--- config.mk ---
export PLATFORM = sky130hd
export DESIGN_NAME = led_chaser_monitor_flat
export DESIGN_NICKNAME = d
export VERILOG_FILES = /design/src/rtl/led_chaser_monitor_if.sv /design/src/rtl/led_chaser_monitor.sv /design/src/flat_wrapper.sv
export SDC_FILE = /design/constraint.sdc
export NUM_CORES = 1
export LEC_CHECK = 0
export ABC_AREA = 1
export CORE_MARGIN = 3
export CORE_UTILIZATION = 56
export CTS_CLUSTER_SIZE = 20
export DETAILED_ROUTE_END_ITERATION = 7
export GPL_ROUTABILITY_DRIVEN = 1
export HOLD_SLACK_MARGIN = 0.08
export PLACE_DENSITY_LB_ADDON = 0.1
export SLEW_MARGIN = 20
export SYNTH_ARGS = -nofsm -noshare
export SYNTH_HDL_FRONTEND = slang
export SYNTH_SLANG_ARGS = --single-unit
--- constraint.sdc ---
create_clock -name clk -period 2.65 [get_ports clk]
set_input_delay 0.3975 -clock clk [delete_from_list [all_inputs] [get_ports clk]]
set_output_delay 0.3975 -clock clk [all_outputs]
set_load 0.05 [all_outputs]
--- src/rtl/led_chaser_monitor_if.sv ---
// rtl/led_chaser_monitor_if.sv - LED bus, clear strobe and monitor status grouped for the chaser monitor
interface led_chaser_monitor_if #(
  parameter int CNT_W = 16
);
  logic             led1;
  logic             led2;
  logic             led3;
  logic             led4;
  logic             clr;
  logic [1:0]       pos;
  logic             dir_det;
  logic             valid;
  logic             step;
  logic             rev;
  logic [CNT_W-1:0] step_cnt;
  logic             error;
  logic [1:0]       err_code;

  modport master (
    output led1, led2, led3, led4, clr,
    input  pos, dir_det, valid, step, rev, step_cnt, error, err_code
  );

  modport slave (
    input  led1, led2, led3, led4, clr,
    output pos, dir_det, valid, step, rev, step_cnt, error, err_code
  );
endinterface

--- src/rtl/led_chaser_monitor.sv ---
// rtl/led_chaser_monitor.sv - 4-LED chaser observer: position/direction/step decode with sticky fault
// Optional stall timeout enabled by defining LED_MONITOR_STALL_TIMEOUT_EN.
module led_chaser_monitor #(
  parameter int CNT_W     = 16,
  parameter int STALL_MAX = 1000
) (
  input  logic              clk,
  input  logic              rst,
  led_chaser_monitor_if.slave bus
);

  typedef enum logic [1:0] {S_SEARCH, S_TRACK, S_FAULT} state_e;

  localparam logic [1:0] ERR_NONE   = 2'b00;
  localparam logic [1:0] ERR_ONEHOT = 2'b01;
  localparam logic [1:0] ERR_SKIP   = 2'b10;
`ifdef LED_MONITOR_STALL_TIMEOUT_EN
  localparam logic [1:0] ERR_STALL  = 2'b11;
  localparam int         SW         = $clog2(STALL_MAX + 1);
  logic [SW-1:0] stall_q, stall_d;
`else
  logic unused_stall_max;
  assign unused_stall_max = (STALL_MAX != 0);
`endif

  state_e           state_q, state_d;
  logic [1:0]       pos_q, pos_d;
  logic             dir_q, dir_d;
  logic             valid_q, valid_d;
  logic             step_q, step_d;
  logic             rev_q, rev_d;
  logic [CNT_W-1:0] cnt_q, cnt_d;
  logic             err_q, err_d;
  logic [1:0]       code_q, code_d;
  logic [3:0]       prev_q, prev_d;
  logic             seen_q, seen_d;

  logic [3:0] p;
  logic       one_hot;
  logic [1:0] idx;

  assign p       = {bus.led4, bus.led3, bus.led2, bus.led1};
  assign one_hot = (p != 4'b0000) && ((p & (p - 4'd1)) == 4'b0000);

  always_comb begin
    idx = 2'd0;
    if (p[1]) idx = 2'd1;
    if (p[2]) idx = 2'd2;
    if (p[3]) idx = 2'd3;
  end

  always_comb begin
    state_d = state_q;
    pos_d   = pos_q;
    dir_d   = dir_q;
    valid_d = valid_q;
    step_d  = 1'b0;
    rev_d   = 1'b0;
    cnt_d   = cnt_q;
    err_d   = err_q;
    code_d  = code_q;
    prev_d  = prev_q;
    seen_d  = seen_q;
`ifdef LED_MONITOR_STALL_TIMEOUT_EN
    stall_d = stall_q;
`endif
    case (state_q)
      S_SEARCH: begin
        if (one_hot) begin
          state_d = S_TRACK;
          pos_d   = idx;
          prev_d  = p;
          valid_d = 1'b1;
`ifdef LED_MONITOR_STALL_TIMEOUT_EN
          stall_d = '0;
`endif
        end
      end
      S_TRACK: begin
        if (p == prev_q) begin
`ifdef LED_MONITOR_STALL_TIMEOUT_EN
          stall_d = stall_q + SW'(1);
          if (stall_d == SW'(STALL_MAX)) begin
            state_d = S_FAULT;
            valid_d = 1'b0;
            err_d   = 1'b1;
            code_d  = ERR_STALL;
          end
`endif
        end else if (!one_hot) begin
          state_d = S_FAULT;
          valid_d = 1'b0;
          err_d   = 1'b1;
          code_d  = ERR_ONEHOT;
        end else if (idx == pos_q + 2'd2) begin
          state_d = S_FAULT;
          valid_d = 1'b0;
          err_d   = 1'b1;
          code_d  = ERR_SKIP;
        end else begin
          // Only +1/-1 remain here; wrap falls out of the 2-bit arithmetic.
          pos_d  = idx;
          prev_d = p;
          dir_d  = (idx != pos_q + 2'd1);
          step_d = 1'b1;
          rev_d  = seen_q && (dir_d != dir_q);
          seen_d = 1'b1;
          cnt_d  = cnt_q + CNT_W'(1);
`ifdef LED_MONITOR_STALL_TIMEOUT_EN
          stall_d = '0;
`endif
        end
      end
      default: ;
    endcase
  end

  always_ff @(posedge clk) begin
    if (rst || bus.clr) begin
      state_q <= S_SEARCH;
      pos_q   <= 2'd0;
      dir_q   <= 1'b0;
      valid_q <= 1'b0;
      step_q  <= 1'b0;
      rev_q   <= 1'b0;
      cnt_q   <= '0;
      err_q   <= 1'b0;
      code_q  <= ERR_NONE;
      prev_q  <= 4'b0000;
      seen_q  <= 1'b0;
`ifdef LED_MONITOR_STALL_TIMEOUT_EN
      stall_q <= '0;
`endif
    end else begin
      state_q <= state_d;
      pos_q   <= pos_d;
      dir_q   <= dir_d;
      valid_q <= valid_d;
      step_q  <= step_d;
      rev_q   <= rev_d;
      cnt_q   <= cnt_d;
      err_q   <= err_d;
      code_q  <= code_d;
      prev_q  <= prev_d;
      seen_q  <= seen_d;
`ifdef LED_MONITOR_STALL_TIMEOUT_EN
      stall_q <= stall_d;
`endif
    end
  end

  assign bus.pos      = pos_q;
  assign bus.dir_det  = dir_q;
  assign bus.valid    = valid_q;
  assign bus.step     = step_q;
  assign bus.rev      = rev_q;
  assign bus.step_cnt = cnt_q;
  assign bus.error    = err_q;
  assign bus.err_code = code_q;

endmodule

--- src/flat_wrapper.sv ---
// flat-port wrapper written by rule: the top's interface ports become plain ports
module led_chaser_monitor_flat 
#(
  parameter int CNT_W     = 16,
  parameter int STALL_MAX = 1000
)
  (clk, rst, bus_led1, bus_led2, bus_led3, bus_led4, bus_clr, bus_pos, bus_dir_det, bus_valid, bus_step, bus_rev, bus_step_cnt, bus_error, bus_err_code);
  led_chaser_monitor_if #(.CNT_W(CNT_W)) bus_i ();
  input  logic clk;
  input  logic rst;
  input wire logic [$bits(bus_i.led1)-1:0] bus_led1;
  input wire logic [$bits(bus_i.led2)-1:0] bus_led2;
  input wire logic [$bits(bus_i.led3)-1:0] bus_led3;
  input wire logic [$bits(bus_i.led4)-1:0] bus_led4;
  input wire logic [$bits(bus_i.clr)-1:0] bus_clr;
  output wire logic [$bits(bus_i.pos)-1:0] bus_pos;
  output wire logic [$bits(bus_i.dir_det)-1:0] bus_dir_det;
  output wire logic [$bits(bus_i.valid)-1:0] bus_valid;
  output wire logic [$bits(bus_i.step)-1:0] bus_step;
  output wire logic [$bits(bus_i.rev)-1:0] bus_rev;
  output wire logic [$bits(bus_i.step_cnt)-1:0] bus_step_cnt;
  output wire logic [$bits(bus_i.error)-1:0] bus_error;
  output wire logic [$bits(bus_i.err_code)-1:0] bus_err_code;
  assign bus_i.led1 = bus_led1;
  assign bus_i.led2 = bus_led2;
  assign bus_i.led3 = bus_led3;
  assign bus_i.led4 = bus_led4;
  assign bus_i.clr = bus_clr;
  assign bus_pos = bus_i.pos;
  assign bus_dir_det = bus_i.dir_det;
  assign bus_valid = bus_i.valid;
  assign bus_step = bus_i.step;
  assign bus_rev = bus_i.rev;
  assign bus_step_cnt = bus_i.step_cnt;
  assign bus_error = bus_i.error;
  assign bus_err_code = bus_i.err_code;
  led_chaser_monitor #(.CNT_W(CNT_W), .STALL_MAX(STALL_MAX)) u_core (.clk(clk), .rst(rst), .bus(bus_i));
endmodule
### After elaboration in Yosys (flattened, before gate mapping)

Index checks and enable logic that the tools add are counted.

| storage, ports and cells | value |
|---|---|
| memory bits (read-only) | 0 |
| memories kept | 0 |
| RAM bits | 0 |
| output and inout bits | 25 |
| word-level logic and storage cells | 71 |
| flip-flop bits (word level) | 32 |
| input bits | 7 |
| latch bits | 0 |

| cells by class | value |
|---|---|
| equal/unequal tests | 11 |
| add/subtract/negate cells | 4 |
| reductions and logical operators | 13 |
| multipliers | 0 |
| shift-type cells | 0 |
| bitwise operators | 5 |
| divide/modulo/power cells | 0 |
| $lt $le $gt $ge | 0 |
| muxes and demuxes | 27 |

Operators by type and width:

| cell | count |
|---|---|
| $mux 2 | 11 |
| $add 16x1->16 const B | 1 |
| $mux 4 | 4 |
| $mux 1 | 8 |
| $pmux 2 s2 | 2 |
| $pmux 4 s2 | 1 |
| $reduce_and 4->1 | 2 |
| $ne 2x2->1 const B | 3 |
| $reduce_and 5->1 | 1 |
| $reduce_or 5->1 | 1 |
| $and 4x4->4 | 1 |
| $eq 4x4->1 | 1 |
| $logic_not 4->1 | 1 |
| $ne 2x1->1 const B | 2 |
| $not 1->1 | 4 |
| $reduce_bool 4->1 | 1 |
| $reduce_or 4->1 | 1 |
| $sub 4x1->4 const B | 1 |
| $ne 3x3->1 const B | 1 |
| $reduce_and 3->1 | 1 |
| $add 2x1->2 const B | 1 |
| $add 2x2->2 const B | 1 |
| $eq 2x1->1 const B | 1 |
| $eq 2x2->1 | 1 |
| other kinds (7) | 8 |

### Longest topological paths before layout

| depth | value |
|---|---|
| depth in word-level cells | 8 |
| mapped depth | 11 |
| gate-level depth less buffers | 11 |

### Least setup slack after synthesis

OpenSTA, ideal clock, no wires.

| timing | value |
|---|---|
| path kind | register to register |
| start point | register u_core.cnt_q[0], in the netlist u_core.bus.step_cnt[0] |
| end point | register u_core.cnt_q[12], in the netlist u_core.bus.step_cnt[12] |
| stages on the path, launching flop included | 9 |
| buffers on the path | 0 |
| setup slack | 893 ps |
| period minus slack after synthesis | 1757 ps |
| data arrival time | 1619 ps |
| setup time | 138 ps |
| data required time | 2512 ps |
| path through | dfxtp_1 ha_1 inv_1 nor2_1 nand3_1 nand2_1 nand2_1 nand2_2 a21oi_2 |

| between the ends | value |
|---|---|
| word-level cells in the longest chain between the ends | 1 |

Ends and longest elaborated chain:

| item | line | source |
|---|---|---|
| start, declared | led_chaser_monitor.sv:32 | `logic [CNT_W-1:0] cnt_q, cnt_d;` |
| start signal, assigned | led_chaser_monitor.sv:141 | `cnt_q <= cnt_d;` |
| $add 16x1->16 | led_chaser_monitor.sv:108 | `cnt_d = cnt_q + CNT_W'(1);` |

Every way passes these cells.
A chain may end at the register's enable or synchronous reset.

### Worst setup path after layout

| timing | value |
|---|---|
| start point | register u_core.cnt_q[8], in the netlist u_core.bus.step_cnt[8] |
| end point | output port bus_step_cnt[8] |

RTL lines:

| item | line | source |
|---|---|---|
| end, declared | flat_wrapper.sv:21 | `output wire logic [$bits(bus_i.step_cnt)-1:0] bus_step_cnt;` |

No word-level cell between the ends.

==> impl_summary.txt <==
----------------------------------------------------
[Synthesis]
  Main synth FF type ... sky130_fd_sc_hd__dfxtp_1
  Top cell type's share of synthesized area ... 33.7%
  Number of enable flip-flop cells after synthesis ... 0
  Register bit count reported by yosys ... 31
  Synth area leaders ... sky130_fd_sc_hd__dfxtp_1 34%, sky130_fd_sc_hd__nand2_1 17%, sky130_fd_sc_hd__nor2_1 5.7%, sky130_fd_sc_hd__nand2_2 5.1%, sky130_fd_sc_hd__a21oi_1 4.9%
  Mapped cell area ... 1840 sq um
  Top cell type by total area after synthesis ... sky130_fd_sc_hd__dfxtp_1
  Share of synthesized registers carrying an async set or reset ... 0%
  Most frequent cell after synthesis ... sky130_fd_sc_hd__nand2_1
  Total nets after synthesis ... 278
  Yosys synthesis warning count ... 0
  Mean area per synthesized cell ... 6.83 sq um
  Sequential area share after synthesis ... 33.7%
  Number of instances in the synthesized netlist ... 270
  Library cells used by synthesis ... 29
  Commonest cells in the synthesized netlist ... 82 x sky130_fd_sc_hd__nand2_1, 31 x sky130_fd_sc_hd__dfxtp_1, 28 x sky130_fd_sc_hd__nor2_1

[Critical path]
  Required time of the critical path ... 2.25 ns
  Type of destination of the critical path ... primary output
  Crit Path Max Fanout ... 6
  Crit path max-delay family ... buffers and inverters
  CP max stage delay ... 0.85 ns
  Critical-path cell with the highest stage delay ... sky130_fd_sc_hd__clkdlybuf4s50_1
  Critical path startpoint category ... flop
  Critical Setup Path Class ... flop to primary output
  Cells traversed along the worst timing path ... clkdlybuf4s50_1
  CP Data Arrival Time ... 1.64 ns
  Buffer and inverter count on the worst path ... 1

[Drt]
  Routed wire length ... 3.86 mm
  Vias post-DR ... 1757
  Antenna-violating nets left ... 0
  Routed length per placed instance ... 11.1 um
  DR pass1 iterations ... 4
  Vias per cell ... 5.05
  Count of unresolved DRC violations after routing ... 0
  First DRT Iteration DRCs ... 151

[GRT]
  Wire length of the first global-routing pass ... 7.07 mm
  Initial antenna violation count ... 0
  GRT Total Usage ... 22.0%
  Total congestion overflow ... 0
  Number of global-route vias before repair ... 1594
  Maximum number of pins on one net before global-route repair ... 18

[STA]
  Max-slew headroom at the worst pin ... 61.0%
  Final number of hold-violating endpoints ... 0
  Slew Viols, Final ... 0
  Unrepaired setup endpoints after global routing ... no
  Worst path setup slack after routing ... 0.615 ns
  Period Utilization, post-route ... 76.8%
  # setup viols final ... 0
  Final sum of negative setup slack ... 0 ns
  Worst Max-Slew Pin Slew ... 0.582 ns
  Maximum clock skew at final layout ... 0.00788 ns
  Max Clock Freq ... 0.492 GHz
  Final critical path time including I/O delays and setup ... 2.03 ns

[CTS]
  Hold Buf Count CTS ... 0
  Num CTS Buffers ... 5
  Clock tree from TritonCTS ... yes
  Setup repair bufs after CTS ... 0
  Deepest clock path buffer count ... 2
  Clock tree sinks ... 31
  Clock Root Buffer ... sky130_fd_sc_hd__clkbuf_4
  CTS resizes ... 0
  Clock H-tree levels ... 2
  Clock-pin slew reported for the worst setup and hold paths after clock tree synthesis ... 0.09 ns
  Clk_lat worst skew ... 0.33 ns

[Final layout]
  Ratio of cells with drive above 1 in the final layout ... 15.1%
  Count of inserted antenna diode cells ... 0
  Area growth from synthesis to final layout ... 21.2%
  Final nets ... 311
  Fillcell total ... 289

[Die]
  Initial Utilization ... 59.4%
  Overall die area ... 4020 sq um
  Die span in x ... 63.4 um
  Number of core rows ... 20
  Num ports ... 32
  Die Y-Extent ... 63.4 um
  Core region area ... 3100 sq um

[Power and ir drop]
  Leakage dissipation ... 0.849 nW
  Peak supply drop ... 0.251 mV
  Power after layout ... 932 uW
  Power density over cell area ... 417 nW/um^2

[Worst hold path]
  Classification of the worst-slack hold path ... flop to flop

[Placed design]
  Port-buffer cells ... 31
  Sum of net half-perimeters after detailed placement ... 2.82 mm
  Setup Slack @ Placement ... 0.467 ns
  Final weighted congestion in routability-driven placement ... 0.843

[Flow run]
  Number of max-cap violations ... 0

[Outcome]
  Run status ... completed

----------------------------------------------------
-- placed cells by master, fill, tap and decap left out, types with 2 or more instances in the layout --
master	netlist	routed
sky130_fd_sc_hd__dfxtp_1	31	31
sky130_fd_sc_hd__nand2_1	82	82
sky130_fd_sc_hd__nor3_1	3	3
sky130_fd_sc_hd__xor2_1	5	5
sky130_fd_sc_hd__nand3_4	2	2
sky130_fd_sc_hd__nand2_4	3	3
sky130_fd_sc_hd__clkbuf_4	1	5
sky130_fd_sc_hd__nand4_1	9	9
sky130_fd_sc_hd__clkdlybuf4s50_1	0	31
sky130_fd_sc_hd__nand2_2	15	15
sky130_fd_sc_hd__a21oi_1	18	18
sky130_fd_sc_hd__inv_2	3	3
sky130_fd_sc_hd__nand3_1	15	15
sky130_fd_sc_hd__xnor2_1	2	2
sky130_fd_sc_hd__o21ai_0	4	4
sky130_fd_sc_hd__a21oi_2	7	7
sky130_fd_sc_hd__nand3_2	2	2
sky130_fd_sc_hd__nor2_4	2	2
sky130_fd_sc_hd__inv_1	24	24
sky130_fd_sc_hd__clkbuf_8	0	2
sky130_fd_sc_hd__nor2_1	28	28
sky130_fd_sc_hd__nand3b_1	2	2
sky130_fd_sc_hd__nor2_2	2	2
-- flip-flops by register name (all words and copies together), names as in the netlist --
register,cells
u_core.bus.dir_det,1
u_core.bus.err_code,2
u_core.bus.error,1
u_core.bus.pos,2
u_core.bus.rev,1
u_core.bus.step,1
u_core.bus.step_cnt,16
u_core.prev_q,4
u_core.seen_q,1
u_core.state_q,2
-- report_power, final --
part | switching [mW] | internal, mW
Sequential | 0.00689 | 0.473
Combinational | 0.0921 | 0.0461
Clock | 0.158 | 0.156
-- layer usage --
layer	up-vias	part of all wire [%]	track usage, %
li1	925	-	-
met1	781	51	30.0
met2	45	43	33.8
met3	6	4.3	3.74
met4	0	1.6	9.70
met5	-	0	0
-- cell families after synthesis --
family,count (synthesis),share of synthesized area (%)
AOI/OAI and AO/OA,30,9.57
and+or+nand+nor,166,44.1
buffers and inverters,35,8.69
DFF,31,33.7
xor gates and xnor gates,7,3.33
adders and majority gates,1,0.679
-- layout make-up --
cell class	count	area, sq um	area share, %
Clock buffer	8	68.8	3.08
Inverter	29	110	4.93
Multi-Input combinational cell	204	1060	47.5
Sequential cell	31	621	27.8
Tap cell	44	55.1	2.46
Timing Repair Buffer	32	318	14.2
-- through the flow --
stage	std cells	area (sq um)	util (%)	hold slack [ns]
global placement	340	2170	69.8	0.433
CTS	348	2230	72.0	0.455
detailed placement	340	2170	69.8	0.442
global route	348	2230	72.0	0.489
floorplan	270	1840	-	0.427
finish	348	2230	72.0	0.456
-- path summary, 6_finish.rpt --
check | startpoint | to | slack [ns] | cells after the start
max | u_core.bus.step_cnt[8]$_SDFFE_PP0P_ | bus_step_cnt[8] | 0.62 | 1
max reg2reg | u_core.bus.step_cnt[0]$_SDFFE_PP0P_ | u_core.bus.step_cnt[4]$_SDFFE_PP0P_ | 1.06 | 6
min reg2reg | u_core.seen_q$_SDFFE_PP0P_ | u_core.bus.rev$_SDFF_PP0_ | 0.46 | 2
min | u_core.seen_q$_SDFFE_PP0P_ | u_core.bus.rev$_SDFF_PP0_ | 0.46 | 2
(Power assumes the default switching activity.)
